File: src/rtl/vending_pkg.sv
// vending_pkg: shared FSM states and coin constants for the vending controller
package vending_pkg;
  typedef enum logic [1:0] {IDLE, CREDIT, VEND, CHANGE} state_t;
  localparam logic [1:0] COIN_NONE = 2'd0;
  localparam logic [1:0] COIN_MAX = 2'd3;
endpackage

File: src/rtl/vending_stock.sv
// vending_stock: per-item stock counters with restock, indexed decrement and empty flags
module vending_stock #(
  parameter int N_ITEMS = 8,
  parameter int STOCK_W = 4,
  parameter int INIT_STOCK = 4,
  parameter int IDX_W = $clog2(N_ITEMS)
) (
  input  logic               clk,
  input  logic               rst,
  input  logic               restock,
  input  logic               dec,
  input  logic [IDX_W-1:0]   dec_idx,
  output logic [N_ITEMS-1:0] empty
);
  for (genvar i = 0; i < N_ITEMS; i++) begin : g_item
    logic [STOCK_W-1:0] cnt;
    always_ff @(posedge clk or negedge rst)
      if (!rst) cnt <= STOCK_W'(INIT_STOCK);
      else if (restock) cnt <= STOCK_W'(INIT_STOCK);
      else if (dec && 32'(dec_idx) == i && cnt != '0) cnt <= cnt - STOCK_W'(1);
    assign empty[i] = cnt == '0;
  end
endmodule

File: src/rtl/vending_ctrl.sv
// vending_ctrl: coin credit, item select against price/stock, vend and per-unit change FSM
module vending_ctrl
  import vending_pkg::*;
#(
  parameter int N_ITEMS = 8,
  parameter int CREDIT_W = 8,
  parameter int STOCK_W = 4,
  parameter int INIT_STOCK = 4,
  parameter int TIMEOUT_CYC = 1000,
  localparam int IDX_W = $clog2(N_ITEMS)
) (
  input  logic                        clk,
  input  logic                        rst,
  input  logic [1:0]                  coin_in,
  input  logic                        select_valid,
  input  logic [IDX_W-1:0]            select_item,
  input  logic [N_ITEMS*CREDIT_W-1:0] price_flat,
  input  logic                        cancel,
  input  logic                        restock,
  output logic                        dispense,
  output logic [IDX_W-1:0]            dispense_item,
  output logic                        return_change,
  output logic                        coin_reject,
  output logic                        sel_reject,
  output logic [CREDIT_W-1:0]         credit,
  output logic                        busy
);
  localparam int TW = $clog2(TIMEOUT_CYC + 1);
  state_t state, state_d;
  logic [CREDIT_W-1:0] credit_d, sel_price;
  logic [CREDIT_W-1:0] price [N_ITEMS];
  logic [CREDIT_W:0] sum;
  logic [TW-1:0] tmr, tmr_d;
  logic [N_ITEMS-1:0] empty;
  logic coin, fits, idx_ok, sel_ok, act, coin_rej_d, sel_rej_d;

  for (genvar i = 0; i < N_ITEMS; i++) begin : g_price
    assign price[i] = price_flat[i*CREDIT_W +: CREDIT_W];
  end

  vending_stock #(
    .N_ITEMS(N_ITEMS), .STOCK_W(STOCK_W), .INIT_STOCK(INIT_STOCK), .IDX_W(IDX_W)
  ) u_stock (
    .clk(clk), .rst(rst), .restock(state == IDLE && restock),
    .dec(dispense), .dec_idx(dispense_item), .empty(empty)
  );

  always_comb begin
    coin = coin_in != COIN_NONE;
    act = coin || select_valid || cancel;
    sum = {1'b0, credit} + (CREDIT_W+1)'(coin_in);
    fits = !sum[CREDIT_W];
    idx_ok = 32'(select_item) < N_ITEMS;
    sel_price = idx_ok ? price[select_item] : '0;
    sel_ok = idx_ok && !empty[select_item] && sel_price != '0 && credit >= sel_price;
    state_d = state;
    credit_d = credit;
    tmr_d = '0;
    coin_rej_d = 1'b0;
    sel_rej_d = 1'b0;
    if (state == IDLE) begin
      state_d = coin ? CREDIT : IDLE;
      credit_d = CREDIT_W'(coin_in);
    end else if (state == CREDIT) begin
      coin_rej_d = coin && !fits;
      credit_d = fits ? sum[CREDIT_W-1:0] : credit;
      tmr_d = act ? '0 : tmr + TW'(1);
      if (cancel) state_d = CHANGE;
      else if (select_valid && sel_ok) begin
        state_d = VEND;
        credit_d = credit_d - sel_price;
      end else if (select_valid) sel_rej_d = 1'b1;
      else if (!coin && tmr == TW'(TIMEOUT_CYC - 1)) state_d = CHANGE;
    end else if (state == VEND) begin
      coin_rej_d = coin;
      state_d = credit != '0 ? CHANGE : IDLE;
    end else begin
      coin_rej_d = coin;
      credit_d = credit - CREDIT_W'(1);
      state_d = credit == CREDIT_W'(1) ? IDLE : CHANGE;
    end
  end

  always_ff @(posedge clk or negedge rst)
    if (!rst) begin
      state <= IDLE;
      credit <= '0;
      tmr <= '0;
      dispense <= 1'b0;
      dispense_item <= '0;
      return_change <= 1'b0;
      coin_reject <= 1'b0;
      sel_reject <= 1'b0;
      busy <= 1'b0;
    end else begin
      state <= state_d;
      credit <= credit_d;
      tmr <= tmr_d;
      dispense <= state_d == VEND;
      dispense_item <= state_d == VEND ? select_item : '0;
      return_change <= state_d == CHANGE;
      coin_reject <= coin_rej_d;
      sel_reject <= sel_rej_d;
      busy <= state_d == VEND || state_d == CHANGE;
    end
endmodule

File: config.mk
export PLATFORM = sky130hd
export DESIGN_NAME = vending_ctrl
export DESIGN_NICKNAME = d
export VERILOG_FILES = /design/src/rtl/vending_pkg.sv /design/src/rtl/vending_stock.sv /design/src/rtl/vending_ctrl.sv
export SDC_FILE = /design/constraint.sdc
export NUM_CORES = 1
export LEC_CHECK = 0
export CORE_MARGIN = 2
export CORE_UTILIZATION = 50
export CTS_CLUSTER_SIZE = 30
export DETAILED_ROUTE_END_ITERATION = 12
export HOLD_SLACK_MARGIN = 0.12
export PLACE_DENSITY = 0.78
export SLEW_MARGIN = 20
export SYNTH_ARGS = -nofsm -noshare
export SYNTH_HDL_FRONTEND = slang
export SYNTH_SLANG_ARGS = --single-unit
File: constraint.sdc
create_clock -name clk -period 4.3 [get_ports clk]
set_input_delay 0.43 -clock clk [delete_from_list [all_inputs] [get_ports clk]]
set_output_delay 0.43 -clock clk [all_outputs]
set_load 0.02 [all_outputs]
## Yosys cells after proc, flatten, opt, wreduce, memory -nomap -nowiden

Cells that the tools add are included.

- $add $sub $neg: 12
- $lt $le $gt $ge: 3
- Equality and inequality tests: 14
- Muxes and demuxes: 48
- Bitwise gates (word level): 1
- Reductions and logical operators: 56

Operators with widths:

| cell | number |
|---|---|
| $mux W4 | 16 |
| $mux W8 | 8 |
| $logic_not A4 Y1 | 8 |
| $reduce_bool A4 Y1 | 8 |
| $sub A4 B1 Y4 const B | 8 |
| $mux W10 | 3 |
| $bmux W8 S3 | 1 |
| $logic_and A1 B1 Y1 | 22 |
| $mux W2 | 9 |
| $reduce_bool A2 Y1 | 9 |
| $reduce_bool A8 Y1 | 2 |
| $eq A3 B3 Y1 const B | 4 |
| $add A10 B1 Y10 const B | 1 |
| $eq A10 B10 Y1 const B | 1 |
| $add A8 B2 Y9 | 1 |
| $mux W1 | 9 |
| $eq A8 B1 Y1 const B | 1 |
| $ge A8 B8 Y1 | 1 |
| $sub A8 B1 Y8 const B | 1 |
| $sub A8 B8 Y8 | 1 |
| $eq A2 B2 Y1 const B | 3 |
| $eq A3 B2 Y1 const B | 2 |
| $ge A4 B4 Y1 const B | 1 |
| $lt A3 B4 Y1 const B | 1 |
| 10 further kinds | 13 |

- Register bits: 60
- Input port bits: 74
- Output and inout bits: 16
- Word-level logic and storage cells: 151

## Depth between registers and ports, before layout

Gate-level depths: netlist of the first run.

- Depth in word-level cells: 14
- Mapped depth: 16
- Gate-level depth less buffers: 15

## Hierarchy

Synthesis of the first run repeated with hierarchy kept, for this count alone.

- Cell total of the unflattened synthesis: 507
- Area total of the unflattened synthesis: 4792.1 µm²

Modules (own cells, without submodules):

| module | instances | cells an instance | area each (µm²) | seq. area each (µm²) |
|---|---|---|---|---|
| vending_ctrl | 1 | 317 | 3006.6 | 700.7 |
| vending_stock | 1 | 190 | 1785.5 | 810.8 |

## Worst setup path before layout of the first run

OpenSTA, ideal clock, no wires.

- Path kind: in2reg
- From: input select_item[2]
- To: register credit[6]
- Library setup time: 0.136 ns
- Data arrival time: 3.344 ns
- Required time: 4.164 ns
- Setup slack: 0.820 ns
- Stages: 15
- Buffers on the path: 3
- Cell sequence: buf_2 > buf_1 > clkbuf_1 > mux4_2 > nor2_1 > a31oi_1 > ha_1 > fa_1 > nor2b_1 > o21ai_0 > a21boi_0 > o21ai_0 > and3_1 > o2111ai_1 > o211ai_1

- Word-level cells in the longest chain between the ends: 12
- Elaborated cells between the ends (all ways): 17
- Classes of those cells: 1 x add/sub; 1 x order compare; 9 x mux; 1 x bitwise; 5 x reduce/logical

Ends and longest elaborated chain:

| what | line | RTL |
|---|---|---|
| start, declared | vending_ctrl.sv:16 | `input logic [IDX_W-1:0] select_item,` |
| branches (longest 8 deep; another with $ge A8 B8 Y1) | n/a |  |
| $mux W8 * | vending_ctrl.sv:69 | `else if (select_valid && sel_ok) begin` |
| $mux W8 * | vending_ctrl.sv:68 | `if (cancel) state_d = CHANGE;` |
| $mux W8 * | vending_ctrl.sv:64 | `end else if (state == CREDIT) begin` |
| $mux W8 * | vending_ctrl.sv:61 | `if (state == IDLE) begin` |
| end signal, assigned | vending_ctrl.sv:97 | `credit <= credit_d;` |
| end, declared | vending_ctrl.sv:25 | `output logic [CREDIT_W-1:0] credit,` |

Mark *: on every way between the ends. The select of a mux whose other input is x is not followed.
A chain may end at the register's enable or synchronous reset.

## Worst setup path in the final report of the first run

- From: input coin_in[0]
- To: register credit[7]

- Word-level cells in the longest chain between the ends: 7

Ends and longest elaborated chain:

| what | line | RTL |
|---|---|---|
| start, declared | vending_ctrl.sv:14 | `input logic [1:0] coin_in,` |
| $add A8 B2 Y9 * | vending_ctrl.sv:51 | `sum = {1'b0, credit} + (CREDIT_W+1)'(coin_in);` |
| $mux W8 * | vending_ctrl.sv:66 | `credit_d = fits ? sum[CREDIT_W-1:0] : credit;` |
| $sub A8 B8 Y8 | vending_ctrl.sv:71 | `credit_d = credit_d - sel_price;` |
| $mux W8 | vending_ctrl.sv:69 |  |
| $mux W8 * | vending_ctrl.sv:68 |  |
| $mux W8 * | vending_ctrl.sv:64 |  |
| $mux W8 * | vending_ctrl.sv:61 |  |

Every way passes the cells marked *; elsewhere a longest branch is shown, timed or not.

==> results.txt, run 1 <==
outcome -> finished, final reports clean
fin util -> 65.5%
largest net degree at the start of global routing -> 61
Layout Area Growth over Synthesis -> 26.8%
count of flip-flops with a built-in enable after synthesis -> 0
clock insertion delay at the later pin of the skew report -> 350 ps
Final Instance Count excl. Fillers -> 693
Post-Synthesis Mean Instance Area -> 9.14 sq um
total setup buffers inserted after CTS -> 0
most frequent cells after synthesis -> sky130_fd_sc_hd__nor2_1 (72), sky130_fd_sc_hd__dfrtp_1 (52), sky130_fd_sc_hd__ha_1 (36)
net count after synthesis -> 605
detailed-route via count -> 4094
switching power -> 0.926 mW
total detailed-routing wirelength -> 11.8 mm
number of cells upsized or downsized after cts -> 0
DIE WIDTH -> 98.9 microns
antenna violation net count after detailed routing -> 0
Relative slew margins -> 30.9%
Synthesis Warnings -> 0
post-detailed-route DRC marker count -> 0
cell taking the most area after synthesis -> sky130_fd_sc_hd__dfrtp_1
sum of negative setup slack -> 0 ps
Port Buffer Count -> 89
crit path time final -> 3810 ps
actual slew at the worst max-slew pin -> 1020 ps
origin of the critical flop-to-flop path -> credit[0]
max_cap viols -> 0
final HPWL from detailed placement -> 9.08 mm
Setup CP Type -> input pin to flop
cell chosen for the clock root -> sky130_fd_sc_hd__clkbuf_8
CTS tree -> yes
maximum buffer depth of the clock tree -> 2
All-Layer GR Usage -> 25.6%
top flip-flop cell by instance count after synthesis -> sky130_fd_sc_hd__dfrtp_1
global placer's final weighted congestion -> 0.909
area of the core region -> 8720 sq um
CP Launch Type -> input pin
final worst path period share -> 88.6%
global-route congestion overflow total -> 0
total die area -> 9790 sq um
die boundary height -> 98.9 microns
Syn Inst Count -> 493
most numerous cell in the Yosys netlist -> sky130_fd_sc_hd__nor2_1
pwr dens -> 418 nW/um^2
Fmax achieved -> 262 MHz
origin of the worst setup path -> coin_in[0]
antenna violations before repair -> 0
leakage power -> 2.35 nW
cts hold-fix bufs -> 0
Clock transition at path regs -> 70 ps
layout cell share with drive strength beyond 1 -> 9.06%
unrepaired setup endpoints after global routing -> no
number of sinks on the clock net -> 60
final number of setup-violating endpoints -> 0
number of pins exceeding their max-slew limit in the final report -> 0
total internal power -> 1.46 mW
post-layout total power -> 2.39 mW
number of buffers created by CTS -> 9
worst hold path class -> input pin to asynchronous set/reset pin
count of pins on the block boundary -> 90
number of iterations in the first detailed-routing pass -> 5
flop and latch count out of synthesis -> 60
worst path arrival time -> 4040 ps
power share of the combinational group -> 44.3%
Vias per Instance -> 5.91
CP max FO -> 7
share of the synthesized area in the top cell type -> 28.9%
number of antenna diodes -> 0
register area share after synthesis -> 33.5%
Critical R2R Capture -> credit[7]
effective utilization at floorplan -> 51.7%
first-pass GRT wire length -> 20.1 mm
share of flip-flops with an asynchronous set or reset after synthesis -> 100%
cell count after placement -> 677
switching share of power -> 38.8%
maximum VDD drop -> 0.000318 V
crit path capture type -> flop
Worst EP required -> 4530 ps
post-layout net count -> 692
vias in the first global route -> 4308
synth top area cells -> sky130_fd_sc_hd__dfrtp_1 (29%), sky130_fd_sc_hd__ha_1 (10%), sky130_fd_sc_hd__mux4_2 (7.5%)
Reg power frac -> 31.7%
CTS H-tree lvls -> 3
number of cells on the worst reg-to-reg path -> 15
initial drt markers -> 202
Hold Violations, Final -> 0
setup clock skew after layout -> 13.5 ps
post-DR wirelength/cell -> 17.0 microns
share of power burned in the clock network -> 24.0%
placement row count -> 34
minimum setup slack among reg-to-reg paths -> 620 ps
library cells used by synthesis -> 53
Post-Synthesis Cell Area -> 4510 sq um
## logic make-up after synthesis
group / count (synthesis) / synth area share, %
AND/OR/NAND/NOR: 204 / 22.6
adder cells (fa/ha/maj): 38 / 10.9
XOR/XNOR: 38 / 7.38
flip-flops: 60 / 33.5
buffers and inverters: 49 / 4.36
multiplexers: 26 / 10.0
AO/OA/AOI/OAI: 78 / 11.2
## worst max-delay path: stages
cell and delay (ps):
sky130_fd_sc_hd__clkdlybuf4s50_1 480, sky130_fd_sc_hd__ha_1 270, sky130_fd_sc_hd__fa_1 440, sky130_fd_sc_hd__nand3_1 130, sky130_fd_sc_hd__or2_2 210, sky130_fd_sc_hd__nor2_1 60, sky130_fd_sc_hd__a21oi_1 250, sky130_fd_sc_hd__inv_1 120
sky130_fd_sc_hd__ha_1 270, sky130_fd_sc_hd__nor2b_1 150, sky130_fd_sc_hd__o2111ai_1 180, sky130_fd_sc_hd__nand3_1 150, sky130_fd_sc_hd__o41ai_1 360, sky130_fd_sc_hd__xor2_1 290, sky130_fd_sc_hd__nor4_1 80, sky130_fd_sc_hd__nand3b_1 180
## cell usage in the layout, fill, tap and decap left out, types with 4 or more instances in the layout
master	n
sky130_fd_sc_hd__o221ai_1	4
sky130_fd_sc_hd__clkbuf_8	10
sky130_fd_sc_hd__nor2_1	72
sky130_fd_sc_hd__and2_1	4
sky130_fd_sc_hd__nor4b_1	4
sky130_fd_sc_hd__nor2b_1	8
sky130_fd_sc_hd__ha_1	36
sky130_fd_sc_hd__o21a_1	4
sky130_fd_sc_hd__xnor2_1	27
sky130_fd_sc_hd__dfrtp_1	52
sky130_fd_sc_hd__mux4_2	15
sky130_fd_sc_hd__dfstp_2	8
sky130_fd_sc_hd__or4_1	4
sky130_fd_sc_hd__nand2_1	32
sky130_fd_sc_hd__o211ai_1	4
sky130_fd_sc_hd__nand3_1	14
sky130_fd_sc_hd__a211oi_1	8
sky130_fd_sc_hd__buf_4	8
sky130_fd_sc_hd__mux2i_1	9
sky130_fd_sc_hd__nor3b_1	5
sky130_fd_sc_hd__nand2b_1	4
sky130_fd_sc_hd__nand4_1	8
sky130_fd_sc_hd__a21oi_1	25
sky130_fd_sc_hd__nand3b_1	4
sky130_fd_sc_hd__and3_1	10
sky130_fd_sc_hd__xor2_1	11
sky130_fd_sc_hd__clkdlybuf4s50_1	88
sky130_fd_sc_hd__nor4_1	8
sky130_fd_sc_hd__inv_1	28
sky130_fd_sc_hd__o21ai_0	15
sky130_fd_sc_hd__nor3_1	21
## per-layer routing
layer	up-vias	wire, microns	track usage, %
met5	-	0	0
met4	0	373	11.7
met3	32	699	4.68
met2	162	6110	45.6
met1	1957	4600	29.7
li1	1943	-	-
## flip-flops by register name, summed over array words and instances, names as in the netlist
signal and count:
busy 1, coin_reject 1, credit 8, dispense 1, dispense_item 3, return_change 1, sel_reject 1, state 2
tmr 10, u_stock.g_item.cnt 32
## power by group through the flow
| stage | Combinational (mW) | Sequential, mW | Clock [mW] |
|---|---|---|---|
| 4_1_cts | 1.05 | 0.753 | 0.575 |
| 5_1_grt | 1.18 | 0.766 | 0.599 |
| 3_5_place_dp | 1.04 | 0.763 | 0 |
| 2_1_floorplan | 0.695 | 0.745 | 0 |
| 3_3_place_gp | 1.02 | 0.760 | 0 |
| 6_report | 1.06 | 0.757 | 0.572 |
## worst max-delay path by stage
stage | endpoint | slack (ps)
floorplan | credit[6] | 820
global placement | credit[7] | 280
detailed placement | credit[7] | 200
CTS | credit[7] | 530
global route | credit[7] | 300
finish | credit[7] | 490
## area by class of cell
cell class | count | area, sq um
Inverter | 28 | 105
Timing Repair Buffer | 97 | 946
Sequential cell | 60 | 1510
Fill cell | 705 | 3010
Clock inverter | 4 | 72.6
Tap cell | 108 | 135
Clock buffer | 12 | 145
Multi-Input combinational cell | 384 | 2800
## through the flow
step	hold WS, ps	setup slack, ps	cell area, sq um
after floorplan	134	820	4510
after global placement	443	285	5500
after detailed placement	478	199	5500
after CTS	252	525	5710
after global routing	325	296	5710
final	234	490	5710
(Power assumes the default switching activity.)
==> run 2: changes to the inputs <==
--- a/config.mk
+++ b/config.mk
@@ -11,7 +11,7 @@
 export DETAILED_ROUTE_END_ITERATION = 12
 export HOLD_SLACK_MARGIN = 0.12
 export PLACE_DENSITY = 0.78
-export SLEW_MARGIN = 20
+export SLEW_MARGIN = 0
 export SYNTH_ARGS = -nofsm -noshare
 export SYNTH_HDL_FRONTEND = slang
 export SYNTH_SLANG_ARGS = --single-unit
==> results of run 2 <==
Final layout, timing and power as in run 1 (identical DEF).
==> run 3: changes to the inputs <==
--- a/config.mk
+++ b/config.mk
@@ -5,11 +5,11 @@
 export SDC_FILE = /design/constraint.sdc
 export NUM_CORES = 1
 export LEC_CHECK = 0
+export CAP_MARGIN = 20
 export CORE_MARGIN = 2
 export CORE_UTILIZATION = 50
 export CTS_CLUSTER_SIZE = 30
 export DETAILED_ROUTE_END_ITERATION = 12
-export HOLD_SLACK_MARGIN = 0.12
 export PLACE_DENSITY = 0.78
 export SLEW_MARGIN = 0
 export SYNTH_ARGS = -nofsm -noshare
==> results of run 3 <==
Final layout, timing and power as in run 1 (identical DEF).
